<file path="config.mk">
export PLATFORM = sky130hd
export DESIGN_NAME = path_tracer
export DESIGN_NICKNAME = d
export VERILOG_FILES = /design/src/rtl/path_tracer.sv
export SDC_FILE = /design/constraint.sdc
export NUM_CORES = 1
export LEC_CHECK = 0
export BUFFER_PORTS_ARGS = -buffer_cell sky130_fd_sc_hd__buf_2
export CAP_MARGIN = 20
export CORE_ASPECT_RATIO = 0.6
export CORE_UTILIZATION = 50
export CTS_CLUSTER_SIZE = 40
export DETAILED_ROUTE_END_ITERATION = 7
export GPL_TIMING_DRIVEN = 0
export PLACE_DENSITY = 0.82
export SETUP_SLACK_MARGIN = 0.5
export SLEW_MARGIN = 0
export SYNTH_ARGS = -nofsm -noshare
export SYNTH_HDL_FRONTEND = slang
export SYNTH_SLANG_ARGS = --single-unit
</file>
<file path="constraint.sdc">
create_clock -name CLK -period 5.3 [get_ports CLK]
set_clock_uncertainty 0.05 [all_clocks]
set_input_delay 0.795 -clock CLK [delete_from_list [all_inputs] [get_ports CLK]]
set_output_delay 0.795 -clock CLK [all_outputs]
set_load 0.005 [all_outputs]
</file>
<file path="src/rtl/path_tracer.sv">
// Traces a path on a 2^N x 2^N grid from (0,0) by applying move codes read from a result list.
// Optional macro TRACE_BOUNDS_CHECK_EN turns off-grid moves into a fault instead of wrapping.
module path_tracer #(
  parameter int N              = 4,
  parameter int DIRECTION_SIZE = 2,
  parameter int STEP_W         = 8
) (
  input  logic                      CLK,
  input  logic                      RST,
  input  logic                      start,
  input  logic                      move_valid,
  input  logic [DIRECTION_SIZE-1:0] Move,
  input  logic                      complete_read,
  output logic                      en_read,
  output logic [N-1:0]              PX,
  output logic [N-1:0]              PY,
  output logic                      pos_valid,
  output logic [STEP_W-1:0]         step_cnt,
  output logic                      busy,
  output logic                      done,
  output logic                      err
);

  typedef enum logic [2:0] {
    IDLE   = 3'd0,
    FETCH  = 3'd1,
    UPDATE = 3'd2,
    CHECK  = 3'd3,
    DONE   = 3'd4,
    ERR    = 3'd5
  } state_e;

  state_e                    state_q, state_d;
  logic [N-1:0]              px_q, px_d;
  logic [N-1:0]              py_q, py_d;
  logic [STEP_W-1:0]         step_q, step_d;
  logic [DIRECTION_SIZE-1:0] move_q, move_d;
  logic                      pos_valid_q, pos_valid_d;
  logic                      en_read_q, en_read_d;
  logic                      busy_q, busy_d;
  logic                      done_q, done_d;
  logic                      err_q, err_d;
  logic [N-1:0]              px_nxt, py_nxt;
`ifdef TRACE_BOUNDS_CHECK_EN
  logic                      off_grid;
`endif

  always_comb begin
    // NOTE: every variable gets a default before the case so no path leaves it unassigned (no latches).
    state_d     = state_q;
    px_d        = px_q;
    py_d        = py_q;
    step_d      = step_q;
    move_d      = move_q;
    pos_valid_d = 1'b0;
    px_nxt      = px_q;
    py_nxt      = py_q;
`ifdef TRACE_BOUNDS_CHECK_EN
    off_grid    = 1'b0;
`endif

    unique case (move_q[1:0])
      2'b00: px_nxt = px_q + N'(1);
      2'b01: py_nxt = py_q + N'(1);
      2'b10: px_nxt = px_q - N'(1);
      2'b11: py_nxt = py_q - N'(1);
    endcase

`ifdef TRACE_BOUNDS_CHECK_EN
    unique case (move_q[1:0])
      2'b00: off_grid = &px_q;
      2'b01: off_grid = &py_q;
      2'b10: off_grid = ~|px_q;
      2'b11: off_grid = ~|py_q;
    endcase
`endif

    unique case (state_q)
      IDLE, DONE, ERR: begin
        if (start) begin
          state_d = FETCH;
          px_d    = '0;
          py_d    = '0;
          step_d  = '0;
        end
      end
      FETCH: begin
        // A valid move wins over complete_read; the flag is looked at again on the next FETCH.
        if (move_valid) begin
          move_d  = Move;
          state_d = UPDATE;
        end else if (complete_read) begin
          state_d = CHECK;
        end
      end
      UPDATE: begin
        state_d = FETCH;
`ifdef TRACE_BOUNDS_CHECK_EN
        if (off_grid) begin
          state_d = ERR;
        end else begin
          px_d        = px_nxt;
          py_d        = py_nxt;
          pos_valid_d = 1'b1;
          if (step_q != '1) step_d = step_q + STEP_W'(1);
        end
`else
        px_d        = px_nxt;
        py_d        = py_nxt;
        pos_valid_d = 1'b1;
        if (step_q != '1) step_d = step_q + STEP_W'(1);
`endif
      end
      CHECK: begin
        state_d = (&px_q && &py_q) ? DONE : ERR;
      end
      default: state_d = IDLE;
    endcase

    // Status outputs are registered, so they are decoded from the state being entered.
    en_read_d = (state_d == FETCH);
    busy_d    = (state_d == FETCH) || (state_d == UPDATE) || (state_d == CHECK);
    done_d    = (state_d == DONE);
    err_d     = (state_d == ERR);
  end

  always_ff @(posedge CLK or negedge RST) begin
    if (!RST) begin
      state_q     <= IDLE;
      px_q        <= '0;
      py_q        <= '0;
      step_q      <= '0;
      move_q      <= '0;
      pos_valid_q <= 1'b0;
      en_read_q   <= 1'b0;
      busy_q      <= 1'b0;
      done_q      <= 1'b0;
      err_q       <= 1'b0;
    end else begin
      // NOTE: non-blocking assignments so every flop samples the pre-edge values.
      state_q     <= state_d;
      px_q        <= px_d;
      py_q        <= py_d;
      step_q      <= step_d;
      move_q      <= move_d;
      pos_valid_q <= pos_valid_d;
      en_read_q   <= en_read_d;
      busy_q      <= busy_d;
      done_q      <= done_d;
      err_q       <= err_d;
    end
  end

  assign en_read   = en_read_q;
  assign PX        = px_q;
  assign PY        = py_q;
  assign pos_valid = pos_valid_q;
  assign step_cnt  = step_q;
  assign busy      = busy_q;
  assign done      = done_q;
  assign err       = err_q;

endmodule

</file>
==> results.ini <==
[grt]
grt_util_all_layers_pct=21.5
antenna_violations_before_repair=0
grt_pass1_vias=1031
grt_start_max_net_pins=27
global_route.overflow_total=0
grt_first_pass_wirelength_um=4820

[drt]
avgRoutedWirePerCell_um=14.6
routed_via_density=5.81
detail_route.iter0.violations=129
drt_first_pass_iters=4
totalWireLength_um=2870
detailroute.via_count=1138
drc=0
drt.antenna.violating_nets=0

[clocking]
clock_latency_ns=0.27
htreeDepth=1
cts.reportedPaths.clkPinSlew_ns=0.09
cts_root_buf=clkbuf_8
tritoncts=built
clock_path_buffers=2
tritoncts_num_sinks=26
cts.hold.buffers_added=0
ctsResizeCount=0
post-cts-setup-buffer-count=0
cts-buffers-inserted=3

[cells_and_area]
drive_gt1_share_pct=24.4
multi_input_area_um2=673
layout.cells.most_common_list=buf_2, dfrtp_1, a21oi_1, nor2_1, nand2_1
area.sequential_um2=651
antenna_diode_count=0
final_common_cell=buf_2
area.growth.synth_to_final_pct=16.9
nets=179
fillerInstances=221

[power_and_ir_drop]
peakVddDrop_mv=0.272
switchingPower_w=0.000327
seq_power_share_pct=39.8
swShare_pct=39.6
internal-power_w=0.000498
total_power_w=0.000825
p_comb_share_pct=44.8
power_density_nw_per_um2=518
leakage_nw=0.826
p_clk_share_pct=15.4

[synth]
ys_types=39
synth.cell_area_um2=1360
synth_area_leaders=dfrtp_1, ha_1, a21oi_1
synth_largest_area_cell=dfrtp_1
synth_warnings=0
post_synth.cell_area_avg_um2=10.2
share_of_synthesized_area_occupied_by_flip_flops_and_latches_pct=47.8
post_synth_inst_count=133
synth.top_cell.area_share_pct=47.8
synthesis.nets=147
synth_seq_cells=26

[die]
die-area_um2=2940
die-height_um=42.4
die_width_um=69.4
floorplan.rows=14
initial_core_util_pct=53.6
fp.coreArea_um2=2540
pin_count=28

[sta]
final_min_period_over_clock_period_pct=41.0
max_slew.worst_pin.slew_ns=0.569
timing.final.max_slew_violations=0
hold_viol_final=0
layout_min_cycle_time_ns=2.17
timing.final.setup_violations=0
post_route_setup_tns_ns=0
fmax_mhz=460
slew_margin_rel_pct=62.1
setup_repair_after_global_routing_missed_its_margin=no

[placed_design]
dpl.hpwl_um=2140
final_replace_weighted_congestion=0.834
port-buffer-count=27

[setup_path]
cp-start-kind=flip-flop
cp-end-kind=flip-flop
timing.setup.critical_path_class=flip-flop to flip-flop
timing.critical_path.required_ns=5.42
arrival_time_at_the_worst_endpoint_ns=2.29
worstPathMaxFanout=9

[flow_run]
max_capacitance_violation_count=0

[worst_hold_path]
worst_hold_check_path_type=input pin to async pin

[outcome]
run_status=finished clean

[per-stage QoR]
step | hold WS (ns) | utilization [%] | instances | area, µm² | worst slack (ns)
after detailed placement | 0.484 | 60.5 | 192 | 1540 | 3.18
after global placement | 0.468 | 60.5 | 192 | 1540 | 3.25
final | 0.458 | 62.7 | 196 | 1590 | 3.13
after CTS | 0.476 | 62.7 | 196 | 1590 | 3.17
after floorplan | 0.449 | - | 133 | 1360 | 3.37
after global routing | 0.499 | 62.7 | 196 | 1590 | 2.95
[cells by family (layout without fill, tap and decap cells)]
family | count (synthesis) | after routing | synth area share (%)
mux | 4 | 4 | 3.22
xor+xnor | 2 | 2 | 1.29
compound gates | 38 | 38 | 19.0
buf+inv | 9 | 40 | 2.76
flops | 26 | 26 | 47.8
simple gates | 47 | 47 | 18.4
fa+ha+maj | 7 | 7 | 7.54
[final cells by class]
class	count	share of cell area, %
well taps	32	2.52
repair buffers	27	8.49
inverters	5	1.18
clock buffers	4	3.46
multi-input cells	98	42.3
plain buffers	4	1.18
flip-flops and latches	26	40.9
[registers in the layout, summed over array words and instances (netlist names)]
| register | flops |
|---|---|
| state_q | 3 |
| step_cnt | 8 |
| move_q | 2 |
| en_read | 1 |
| PX | 4 |
| done | 1 |
| busy | 1 |
| PY | 4 |
| err | 1 |
| pos_valid | 1 |
[synth_stat cells]
cell	n
and4_1	1
and3_1	3
o31ai_1	2
o22a_1	1
o221ai_1	1
or2_2	2
a32o_1	2
xor2_1	1
a31oi_1	3
nand3_1	5
o21ai_0	3
buf_2	3
and3b_1	1
inv_1	5
nor2_1	10
or4_1	1
mux2i_1	1
o2bb2ai_1	2
a41oi_1	2
nand4_1	2
and2_1	2
mux2_2	3
a21o_1	4
fa_1	2
o211ai_1	1
nand2b_1	4
nor2b_1	2
o21ai_1	1
xnor2_1	1
nor3_1	3
clkbuf_1	1
nand2_1	8
a31o_2	1
dfrtp_1	26
a22o_1	3
a21oi_1	12
nor3b_1	2
or3b_1	1
ha_1	5
[worst paths after layout]
| path | startpoint | endpoint | slack, ns | depth (start not counted) |
|---|---|---|---|---|
| setup / recovery | move_q[0]$_DFFE_PN0P_ | PY[3]$_DFFE_PN0P_ | 3.13 | 7 |
| hold / removal | RST | step_cnt[6]$_DFFE_PN0P_ | 0.46 | 1 |
| setup reg to reg | move_q[0]$_DFFE_PN0P_ | PY[3]$_DFFE_PN0P_ | 3.13 | 7 |
| hold reg to reg | step_cnt[1]$_DFFE_PN0P_ | step_cnt[1]$_DFFE_PN0P_ | 0.50 | 1 |
| max in group asynchronous | RST | err$_DFF_PN0_ | 4.37 | 1 |
| min in group CLK | step_cnt[1]$_DFFE_PN0P_ | step_cnt[1]$_DFFE_PN0P_ | 0.50 | 1 |
[power groups by stage]
stage	Combinational, W	Clock (W)	Sequential [W]
2_1_floorplan	0.000255	0	0.000322
3_3_place_gp	0.000350	0	0.000325
3_5_place_dp	0.000369	0	0.000330
4_1_cts	0.000369	0.000131	0.000327
5_1_grt	0.000414	0.000140	0.000340
6_report	0.000370	0.000127	0.000328
[worst max-delay path: stages (launching register included)]
cell,delay [ns]
dfrtp_1,0.33
clkbuf_1,0.33
and2_1,0.27
ha_1,0.29
a21oi_1,0.19
a21oi_1,0.11
or2_2,0.29
a22o_1,0.20
[layer usage]
layer  routed length, µm  GRT usage (%)
met1                1340           30.0
met2                1250           33.0
met3                 233           5.53
met4                  49           6.94
met5                   0              0
Power figures use the tool's default switching activity.
